File: src/rtl/bus_arb_mux_if.sv
// bus_arb_mux_if: producer-side request buses and the single registered consumer bus of bus_arb_mux.
interface bus_arb_mux_if #(
   parameter int WIDTH  = 64,
   parameter int NUM_IN = 8
);
   localparam int SELW = $clog2(NUM_IN);
   logic                         mode;
   logic [SELW-1:0]              sel;
   logic [NUM_IN-1:0][WIDTH-1:0] in_data;
   logic [NUM_IN-1:0]            in_valid;
   logic [NUM_IN-1:0]            in_ready;
   logic [WIDTH-1:0]             out_data;
   logic                         out_valid;
   logic                         out_ready;
   logic [SELW-1:0]              out_src;
   modport master (
      output mode, sel, in_data, in_valid, out_ready,
      input  in_ready, out_data, out_valid, out_src
   );
   modport slave (
      input  mode, sel, in_data, in_valid, out_ready,
      output in_ready, out_data, out_valid, out_src
   );
endinterface

File: src/rtl/bus_arb_mux.sv
// bus_arb_mux: N:1 bus mux, explicit-select or round-robin grant, registered output stage.
module bus_arb_mux #(
   parameter int WIDTH  = 64,
   parameter int NUM_IN = 8
) (
   input logic          clk,
   input logic          reset,
   bus_arb_mux_if.slave bus
);
   localparam int SELW = $clog2(NUM_IN);
   logic             load_en, gnt, accept;
   logic [SELW-1:0]  g, idx;
   logic [WIDTH-1:0] out_data_q, out_data_d;
   logic [SELW-1:0]  out_src_q, out_src_d, rr_ptr_q, rr_ptr_d;
   logic             out_valid_q, out_valid_d;
   always_comb begin
      load_en = !out_valid_q || bus.out_ready;
      gnt     = 1'b0;
      g       = '0;
      idx     = '0;
      if (!bus.mode) begin
         gnt = (int'(bus.sel) < NUM_IN) && bus.in_valid[bus.sel];
         g   = bus.sel;
      end else begin
         // scan farthest-first so the nearest valid channel after rr_ptr wins
         for (int k = NUM_IN; k >= 1; k--) begin
            idx = SELW'((int'(rr_ptr_q) + k) % NUM_IN);
            if (bus.in_valid[idx]) begin
               gnt = 1'b1;
               g   = idx;
            end
         end
      end
      accept      = gnt && load_en;
      out_valid_d = load_en ? gnt : out_valid_q;
      out_data_d  = accept ? bus.in_data[g] : out_data_q;
      out_src_d   = accept ? g : out_src_q;
      rr_ptr_d    = accept ? g : rr_ptr_q;
   end
   assign bus.in_ready  = (accept && reset) ? NUM_IN'(1) << g : '0;
   assign bus.out_data  = out_data_q;
   assign bus.out_valid = out_valid_q;
   assign bus.out_src   = out_src_q;
   always_ff @(posedge clk or negedge reset) begin
      if (!reset) begin
         out_valid_q <= 1'b0;
         out_data_q  <= '0;
         out_src_q   <= '0;
         rr_ptr_q    <= SELW'(NUM_IN - 1);
      end else begin
         out_valid_q <= out_valid_d;
         out_data_q  <= out_data_d;
         out_src_q   <= out_src_d;
         rr_ptr_q    <= rr_ptr_d;
      end
   end
endmodule

File: src/flat_wrapper.sv
// flat-port wrapper written by rule: the top's interface ports become plain ports
module bus_arb_mux_flat 
#(
   parameter int WIDTH  = 64,
   parameter int NUM_IN = 8
)
  (clk, reset, bus_mode, bus_sel, bus_in_data, bus_in_valid, bus_out_ready, bus_in_ready, bus_out_data, bus_out_valid, bus_out_src);
  bus_arb_mux_if #(.WIDTH(WIDTH), .NUM_IN(NUM_IN)) bus_i ();
  input logic clk;
  input logic reset;
  input wire logic [$bits(bus_i.mode)-1:0] bus_mode;
  input wire logic [$bits(bus_i.sel)-1:0] bus_sel;
  input wire logic [$bits(bus_i.in_data)-1:0] bus_in_data;
  input wire logic [$bits(bus_i.in_valid)-1:0] bus_in_valid;
  input wire logic [$bits(bus_i.out_ready)-1:0] bus_out_ready;
  output wire logic [$bits(bus_i.in_ready)-1:0] bus_in_ready;
  output wire logic [$bits(bus_i.out_data)-1:0] bus_out_data;
  output wire logic [$bits(bus_i.out_valid)-1:0] bus_out_valid;
  output wire logic [$bits(bus_i.out_src)-1:0] bus_out_src;
  assign bus_i.mode = bus_mode;
  assign bus_i.sel = bus_sel;
  assign bus_i.in_data = bus_in_data;
  assign bus_i.in_valid = bus_in_valid;
  assign bus_i.out_ready = bus_out_ready;
  assign bus_in_ready = bus_i.in_ready;
  assign bus_out_data = bus_i.out_data;
  assign bus_out_valid = bus_i.out_valid;
  assign bus_out_src = bus_i.out_src;
  bus_arb_mux #(.WIDTH(WIDTH), .NUM_IN(NUM_IN)) u_core (.clk(clk), .reset(reset), .bus(bus_i));
endmodule
File: config.mk
export PLATFORM = sky130hd
export DESIGN_NAME = bus_arb_mux_flat
export DESIGN_NICKNAME = d
export VERILOG_FILES = /design/src/rtl/bus_arb_mux_if.sv /design/src/rtl/bus_arb_mux.sv /design/src/flat_wrapper.sv
export SDC_FILE = /design/constraint.sdc
export NUM_CORES = 1
export LEC_CHECK = 0
export ABC_AREA = 1
export BUFFER_PORTS_ARGS = -buffer_cell sky130_fd_sc_hd__buf_4
export CORE_AREA = 10 10 229 231
export CTS_BUF_LIST = sky130_fd_sc_hd__clkbuf_16
export DETAILED_ROUTE_END_ITERATION = 8
export DIE_AREA = 0 0 239 241
export SLEW_MARGIN = 20
export SYNTH_ARGS = -nofsm -noshare
export SYNTH_HDL_FRONTEND = slang
export SYNTH_SLANG_ARGS = --single-unit
File: constraint.sdc
create_clock -name clk -period 4.2 [get_ports clk]
set_input_delay 0.63 -clock clk [delete_from_list [all_inputs] [get_ports clk]]
set_output_delay 0.63 -clock clk [all_outputs]
set_load 0.01 [all_outputs]
==> results of run 1 <==
-- kinds of logic after synthesis --
family / synth area share
fa+ha+maj: 0.00275
flops: 0.196
xor+xnor: 0.00179
simple gates: 0.692
compound gates: 0.0129
buf+inv: 0.0945
-- worst reg2reg max path: stages, from the launching register on --
cell and delay (ps):
dfstp_2 630, inv_2 130, ha_2 400, inv_2 90, nand3_1 90, nand2_1 110, nand2_1 80, nand2_1 60
nor2_1 90, nor2_1 60, nand2_1 70, nand2_1 50, nand2_1 50, nand2_1 120, nand2_8 140, buf_12 370
buf_4 400, nand3_1 100, nand2_1 120, nand2_1 50, nand2_1 70, nand2_1 50, nand3_1 120
-- state kept, by name, summed over array words and instances (netlist names) --
register,count
u_core.bus.out_valid,1
u_core.rr_ptr_q,3
u_core.bus.out_data,64
u_core.bus.out_src,3
-- stage by stage --
step | power (mW) | util | std cells | hold slack (ps) | setup WS [ps]
after floorplan | 7.39 | - | 1804 | 334 | 783
after global placement | 10.3 | 0.296 | 2914 | 466 | 644
after detailed placement | 10.2 | 0.296 | 2914 | 474 | 603
after CTS | 11.1 | 0.302 | 2930 | 162 | 175
after global routing | 12.3 | 0.303 | 2931 | 174 | 31.7
final | 11.1 | 0.303 | 2931 | 176 | 332
-- layer usage --
layer / global-route usage / wire (um) / vias up
met4: 0.0546 / 1200 / 4
met5: 0 / 27 / -
met2: 0.286 / 25600 / 488
met3: 0.0456 / 4330 / 61
li1: - / - / 6675
met1: 0.204 / 21200 / 5988
-- final cells by class --
cell class,count,area (um^2)
inverters,24,90.1
clock buffers,9,225
clock inverters,7,81.3
multi-input cells,1575,6540
flip-flops and latches,71,1780
well taps,615,769
fillers,5511,33200
repair buffers,630,4900
-- synthesized netlist by cell type (2+ instances only) --
cell / instances / area (um^2)
ha_1: 2 / 25.0
dfrtp_1: 68 / 1700
buf_4: 8 / 60.1
nand3_1: 362 / 1810
inv_1: 18 / 67.6
buf_1: 12 / 45.0
nor2_1: 21 / 78.8
buf_2: 57 / 285
o21ai_2: 2 / 17.5
dfstp_2: 3 / 78.8
inv_2: 5 / 18.8
o21ai_0: 5 / 25.0
a21oi_1: 8 / 40.0
clkbuf_1: 37 / 139
buf_6: 20 / 225
nand2_1: 1163 / 4370
a21oi_2: 2 / 17.5
nand4_1: 2 / 12.5
o21ai_1: 2 / 10.0
-- report_power, final --
group	internal, mW	switching (mW)	total, mW
logic	3.12	5.89	9.01
clock network	0.512	0.330	0.842
registers	1.03	0.204	1.23
-- path summary, 6_finish.rpt --
kind,endpoint,depth (start not counted)
max,bus_in_ready[5],18
min,u_core.bus.out_data[31],1
max reg2reg,u_core.bus.out_data[36],22
min reg2reg,u_core.bus.out_src[1],2
max in group asynchronous,u_core.bus.out_data[16],2
min in group clk,u_core.bus.out_valid,2
==> results.cfg, run 1 <==
[hold_path]
hold_path_class = in2async

[floorplanning]
die_w_um = 239
start_util = 0.191
io_pins = 603
die_y_um = 241
rows = 80
core_um2 = 47500
die_area_um2 = 57600

[sta]
rsz0062_at_grt = false
slew_headroom = 0.400
finalHoldViolCount = 0
slew_viol_final = 0
fmax_mhz = 259
worst_slew_pin_slew_ps = 899
period_share = 0.921
fin_tns_setup_ps = 0
period_needed_ps = 3870
clock_skew_ps = 8.23
finalSetupViolCount = 0

[critical_path]
cp_max_fo = 12
cp.required_ps = 3570
regToRegSetupSlack_ps = 680
cpMostUsedCell = nand2_1
timing.rr.start = u_core.rr_ptr_q[0]
critPathCaptureType = output pin
path_cells = inv_2, ha_2, inv_2, nand3_1, nand3_1, nand2_1, inv_2, nand2_1, nand2_1, nand2_1, nand2_1, a21oi_2, nand2_8, nand2_8, inv_1, nand2_1, nor2_1, buf_4
timing_worst_setup_path_type = reg2out
cp_slowest_cell = dfstp_2
crit_buf_inv = 5
arrival_ps = 3240
max_stage_delay_ps = 630
path_delay_family = simple AND/OR/NAND/NOR gates
start_kind = register
crit_start = u_core.rr_ptr_q[0]

[finish]
diodes = 0
drive_gt1_frac = 0.287
final_common_cell = nand2_1
layout_common_cells = 1,162 x nand2_1, 616 x buf_4, 362 x nand3_1
fin_area_um2 = 14400
synthToLayoutAreaGrowth_pct = 58.3
nNetsFinal = 2840

[routing]
totalWireLength_mm = 52.4
vias = 13200
wl_per_cell_um = 17.9
vias_per_cell = 4.51
drc = 0
ant_nets = 0
drt_iter0_drc = 866
firstDrtPassIters = 5

[synth]
synth_edf_count = 0
synth_warnings = 0
netlist_area_um2 = 9090
synthArstFlopShare = 1.00
seq_area_frac_synth = 0.196
ys_types = 26
ys.flop_type = dfrtp_1
synth.avg_cell_area_um2 = 5.04
synthCells = 1804
synth_nets = 2333
synth_seq_cells = 71

[pwr]
p_leak_nw = 8.52
vdd_drop_max_v = 0.000513
power_density_nw_per_um2 = 770

[global_route]
grt_start_max_net_pins = 133
antenna_found_initial = 2
grt_pass1_vias = 12700
grt_overflow = 0
grt_pass1_wl_mm = 76.1
track_usage = 0.169

[clocking]
cts_tree = built
cts_sinks = 71
cts.htree.levels = 3
cts_setup_buffers = 0
cts_root_buffer = clkbuf_16
worstSkewPairLatency_ps = 370
cts_buffers = 9
clkSlewWorstSetupHoldPaths_ps = 60
hold_buffers = 0
cts_buffer_depth = 2
cts_resized = 0

[run_status]
status = finished clean

[placement]
port_buffers = 602
dpl-instance-area_um2 = 14100
gp_congestion = 0.920
place_hpwl_mm = 40.7

[run]
maxCapViolations = 0
Power figures use the tool's default switching activity.
==> run 2: changes to the inputs <==
REMOVE_ABC_BUFFERS = 1   (was not set)
==> run 2 against run 1 <==
Compared with the run above: count of clock-buffer cells in the layout did not move; utilization barely moved; register-to-register slack got worse by 190 ps; final cell count rose by 0.27%; clock power fell by 15%; first-iteration DRC count fell by 17%; maximum frequency fell by 2.2%; via count fell by 0.34%.
==> results.cfg, run 2 (synthesis results as in run 1) <==
[run_status]
status = finished clean

[critical_path]
max_stage_delay_ps = 620
path_cells = inv_2, ha_1, inv_2, nand3_1, nand2_1, nor2_1, nor2_2, inv_1, nor2_1, a21oi_4, nand2_8, nand2_8, inv_1, nand2_1, nor2_1, buf_4
cpMostUsedCell = nor2_1
crit_buf_inv = 5
cp_max_fo = 17
timing.rr.start = u_core.rr_ptr_q[0]
cp_slowest_cell = dfstp_2
r2r_cells = 23
regToRegSetupSlack_ps = 490
path_delay_family = simple AND/OR/NAND/NOR gates
worstReg2RegEnd = u_core.bus.out_data[30]
critPathCaptureType = output pin
cp.required_ps = 3570
timing_worst_setup_path_type = reg2out
start_kind = register
arrival_ps = 3330

[clocking]
cts_root_buffer = clkbuf_16
worstSkewPairLatency_ps = 360
cts.htree.levels = 3
cts_buffers = 9
hold_buffers = 0
cts_buffer_depth = 2
cts_tree = built
clkSlewWorstSetupHoldPaths_ps = 60
cts_sinks = 71

[global_route]
track_usage = 0.164
grt_start_max_net_pins = 112
grt_overflow = 0
grt_pass1_wl_mm = 74.7
grt_pass1_vias = 13000
antenna_found_initial = 1

[finish]
diodes = 0
fin_area_um2 = 14400
fill_cells = 5532
drive_gt1_frac = 0.288
final_cells = 2939
layout_common_cells = 1,161 x nand2_1, 623 x buf_4, 362 x nand3_1
nNetsFinal = 2848
largest_reg_flops = 64
final_common_cell = nand2_1
synthToLayoutAreaGrowth_pct = 58.4

[routing]
totalWireLength_mm = 50.6
firstDrtPassIters = 5
ant_nets = 0
drc = 0
drt_iter0_drc = 723
vias = 13200
vias_per_cell = 4.48
wl_per_cell_um = 17.2

[pwr]
p_leak_nw = 8.53
vdd_drop_max_v = 0.000680
pwr-share-seq = 0.114
intPower_mw = 4.55
clkPwrFrac = 0.066
combPwrFrac = 0.820
switching_share = 0.583
power.net_switching_mw = 6.36
power_density_nw_per_um2 = 758

[placement]
dpl-instance-area_um2 = 14100
dp_cells = 2919
place_hpwl_mm = 38.9
port_buffers = 602
gp_congestion = 0.880

[floorplanning]
io_pins = 603
core_um2 = 47500
rows = 80
die_y_um = 241
die_area_um2 = 57600
start_util = 0.191
die_w_um = 239

[sta]
fin_hold_ws_ps = 214
slew_viol_final = 0
slew_headroom = 0.390
period_share = 0.942
worst_slew_pin_slew_ps = 915
fin_tns_setup_ps = 0
finalSetupViolCount = 0
clock_skew_ps = 8.56
period_needed_ps = 3960
fmax_mhz = 253
finalHoldViolCount = 0

[hold_path]
hold_path_class = in2async

[run]
maxCapViolations = 0
run 2: changes by cell type in the layout (fill, tap and decap cells not counted), sizes merged:
cell    change
bufinv      -2
nand2       +1
buf         +7
clkinv      +2
run 2: stage by stage:
step	util	power, mW	worst slack, ps
finish	0.303	10.9	244
global route	0.303	12.2	-11.3
CTS	0.302	10.9	61.3
detailed placement	0.297	10.1	489
global placement	0.297	10.2	507
floorplan	-	6.69	-4470
run 2: timing repair:
action                                  CTS  global route
resized for setup                         0             3
endpoints found under the setup margin    0             8
buffers inserted                          0             2
run 2: layout make-up:
cell class,instances,area (um^2),area share
well taps,615,769,0.0534
inverters,24,90.1,0.00625
clock buffers,9,225,0.0156
clock inverters,7,26.3,0.00182
flip-flops and latches,71,1780,0.124
repair buffers,637,4960,0.344
multi-input cells,1576,6560,0.455
run 2: how the worst max path moves through the flow:
stage | end | slack, ps | startpoint | cells after the start
CTS | bus_in_ready[1] | 60 | u_core.rr_ptr_q[0] | 19
detailed placement | bus_in_ready[1] | 490 | u_core.rr_ptr_q[0] | 19
global route | bus_in_ready[7] | -10 | u_core.rr_ptr_q[0] | 18
floorplan | bus_in_ready[1] | -4470 | bus_mode | 6
finish | bus_in_ready[1] | 240 | u_core.rr_ptr_q[0] | 16
global placement | bus_in_ready[1] | 510 | u_core.rr_ptr_q[0] | 19
run 2: power groups by stage:
stage,Clock (mW),Combinational (mW),Sequential (mW)
6_report,0.718,8.95,1.25
5_1_grt,0.777,10.1,1.28
4_1_cts,0.761,8.89,1.24
3_5_place_dp,0,8.87,1.24
3_3_place_gp,0,8.93,1.25
2_1_floorplan,0,5.35,1.34
run 2: routing by layer:
layer	vias to the layer above	wire, um	global-route usage
li1	6695	-	-
met1	5914	20300	0.193
met2	509	24500	0.280
met3	53	4560	0.0512
met4	0	1200	0.0521
met5	-	0	0
run 2: worst register-to-register path, delay by kind of cell, from the launching register on:
family                     cells  cell delay (ps)
and+or+nand+nor               15             1400
AOI/OAI and AO/OA              1              270
DFF                            1              620
buffers and inverters          6              950
adders and majority gates      1              410
==> run 3: changes to the inputs <==
ABC_AREA = 0   (was 1)
CORE_AREA = 10 10 224 226   (was 10 10 229 231)
DIE_AREA = 0 0 234 236   (was 0 0 239 241)
==> run 3 against run 2 <==
Compared with the run above: flip-flop and latch count did not move; final cell count decreased by 22%; combinational power increased by 31%; largest cell class unchanged.
==> results.cfg, run 3 <==
[synth]
synthCells = 1116
post-synth-top-area-fraction = 0.185
ys.flop_type = dfrtp_1
synth_warnings = 0
seq_area_frac_synth = 0.194
netlist_area_um2 = 9200
synth_edf_count = 0
synth_seq_cells = 71
synth.most_common_cell = nand2_1
synthArstFlopShare = 1.00
synth.avg_cell_area_um2 = 8.24
yosysTopAreaCell = dfrtp_1
synth_area_leaders = dfrtp_1 19%, mux2i_1 12%, nand2_1 8.4%
ys_types = 67
yosys-top-cells-count = 206 x nand2_1, 111 x mux2i_1, 90 x clkbuf_1

[critical_path]
crit_start = u_core.rr_ptr_q[1]
regToRegSetupSlack_ps = 120
cp-endpoint = bus_in_ready[6]
path_delay_family = compound AO/OA/AOI/OAI gates
start_kind = register
r2r_cells = 13
cp_max_fo = 6
crit_buf_inv = 4
arrival_ps = 3520
path_cells = inv_4, ha_4, mux2_4, a222oi_1, nand3_1, and3_4, o31ai_4, buf_12, buf_6, nand4_1, nor2_1, buf_4
worstReg2RegEnd = u_core.bus.out_data[30]
timing_worst_setup_path_type = reg2out
cp_slowest_cell = dfstp_2
cp.required_ps = 3570
critPathCaptureType = output pin
max_stage_delay_ps = 560
cp.depth = 12
timing.rr.start = u_core.rr_ptr_q[1]

[routing]
vias_per_cell = 5.38
vias = 12300
firstDrtPassIters = 6
ant_nets = 0
drc = 0
wl_per_cell_um = 26.8
totalWireLength_mm = 61.3
drt_iter0_drc = 907

[clocking]
cts_buffers = 9
cts.htree.levels = 3
hold_buffers = 0
clkSlewWorstSetupHoldPaths_ps = 70
cts_tree = built
cts_root_buffer = clkbuf_16
cts_buffer_depth = 2
cts_sinks = 71
worstSkewPairLatency_ps = 370

[floorplanning]
start_util = 0.200
die_area_um2 = 55200
rows = 79
die_w_um = 234
io_pins = 603
die_y_um = 236
core_um2 = 45900

[sta]
worst_slew_pin_slew_ps = 753
period_share = 0.989
slew_viol_final = 0
fin_tns_setup_ps = 0
finalSetupViolCount = 0
clock_skew_ps = 12.9
fin_hold_ws_ps = 231
layout_setup_ws_ps = 45.8
slew_headroom = 0.497
rsz0062_at_grt = true
period_needed_ps = 4150
finalHoldViolCount = 0
fmax_mhz = 241

[finish]
synthToLayoutAreaGrowth_pct = 66.4
layout_common_cells = 663 x buf_4, 204 x nand2_1, 109 x mux2i_1
nNetsFinal = 2207
largest_reg_flops = 64
drive_gt1_frac = 0.469
final_common_cell = buf_4
fin_util = 0.334

[pwr]
p_leak_nw = 6.98
vdd_drop_max_v = 0.000638
power.total_mw = 13.8
power_density_nw_per_um2 = 905

[global_route]
grt_start_max_net_pins = 65
antenna_found_initial = 7
track_usage = 0.208
grt_overflow = 0
grt_pass1_vias = 12800
grt_pass1_wl_mm = 87.0

[placement]
port_buffers = 602
gp_congestion = 0.914
place_ws_ps = 68.8
place_hpwl_mm = 47.6

[run_status]
status = finished clean

[hold_path]
hold_path_class = in2async

[run]
maxCapViolations = 0
## run 3: cell count changes in the layout (fill, tap and decap cells not counted), moves of 49 or more
| cell | delta |
|---|---|
| a311o_1 | +49 |
| nand2_1 | -957 |
| o211ai_1 | +73 |
| mux2i_1 | +109 |
| nand3_1 | -340 |
## run 3: metrics by stage
step | instance area (um^2) | std cells
2_1_floorplan | 8580 | 978
3_3_place_gp | 14700 | 2252
3_5_place_dp | 14700 | 2252
4_1_cts | 15200 | 2281
5_1_grt | 15300 | 2292
6_report | 15300 | 2293
## run 3: area by class of cell
class                   instances  area (um^2)
well taps                     607          759
inverters                      23         88.8
multi-input cells             884         6940
diodes                          3         7.51
repair buffers                689         5450
clock buffers                   9          225
clock inverters                 7         55.1
flip-flops and latches         71         1780
fillers                      4860        30600
## run 3: worst min path at each step
| stage | startpoint | cells after the start | slack, ps | endpoint |
|---|---|---|---|---|
| finish | reset | 1 | 230 | u_core.bus.out_data[19] |
| global route | reset | 1 | 230 | u_core.bus.out_data[19] |
| CTS | reset | 1 | 210 | u_core.bus.out_data[19] |
| detailed placement | u_core.bus.out_src[1] | 2 | 480 | u_core.bus.out_src[1] |
| global placement | u_core.bus.out_src[2] | 2 | 460 | u_core.bus.out_src[2] |
| floorplan | reset | 0 | 330 | u_core.bus.out_data[0] |
## run 3: timing repair
| item | CTS | global route |
|---|---|---|
| buffers inserted | 13 | 9 |
| pin swaps | 14 | 22 |
| resized for setup | 21 | 15 |
| endpoints found under the setup margin | 8 | 54 |
## run 3: power breakdown
part	total [mW]	internal, mW	switching, mW
Sequential	1.29	1.05	0.235
Combinational	11.7	5.04	6.71
Clock	0.806	0.407	0.399
## run 3: cell families after synthesis
logic type               count (synthesis)  synth area share
buffers and inverters                  161            0.0762
multiplexers                           186             0.237
XOR/XNOR                                 3           0.00367
AO/OA/AOI/OAI                          374             0.334
AND/OR/NAND/NOR                        319             0.153
adder cells (fa/ha/maj)                  2           0.00272
flip-flops                              71             0.194
## run 3: layer usage
metal,up-vias,track usage,part of all wire
met5,-,0,0.00055
met4,4,0.0714,0.030
met3,93,0.0541,0.090
met2,740,0.356,0.49
met1,5986,0.244,0.39
li1,5512,-,-
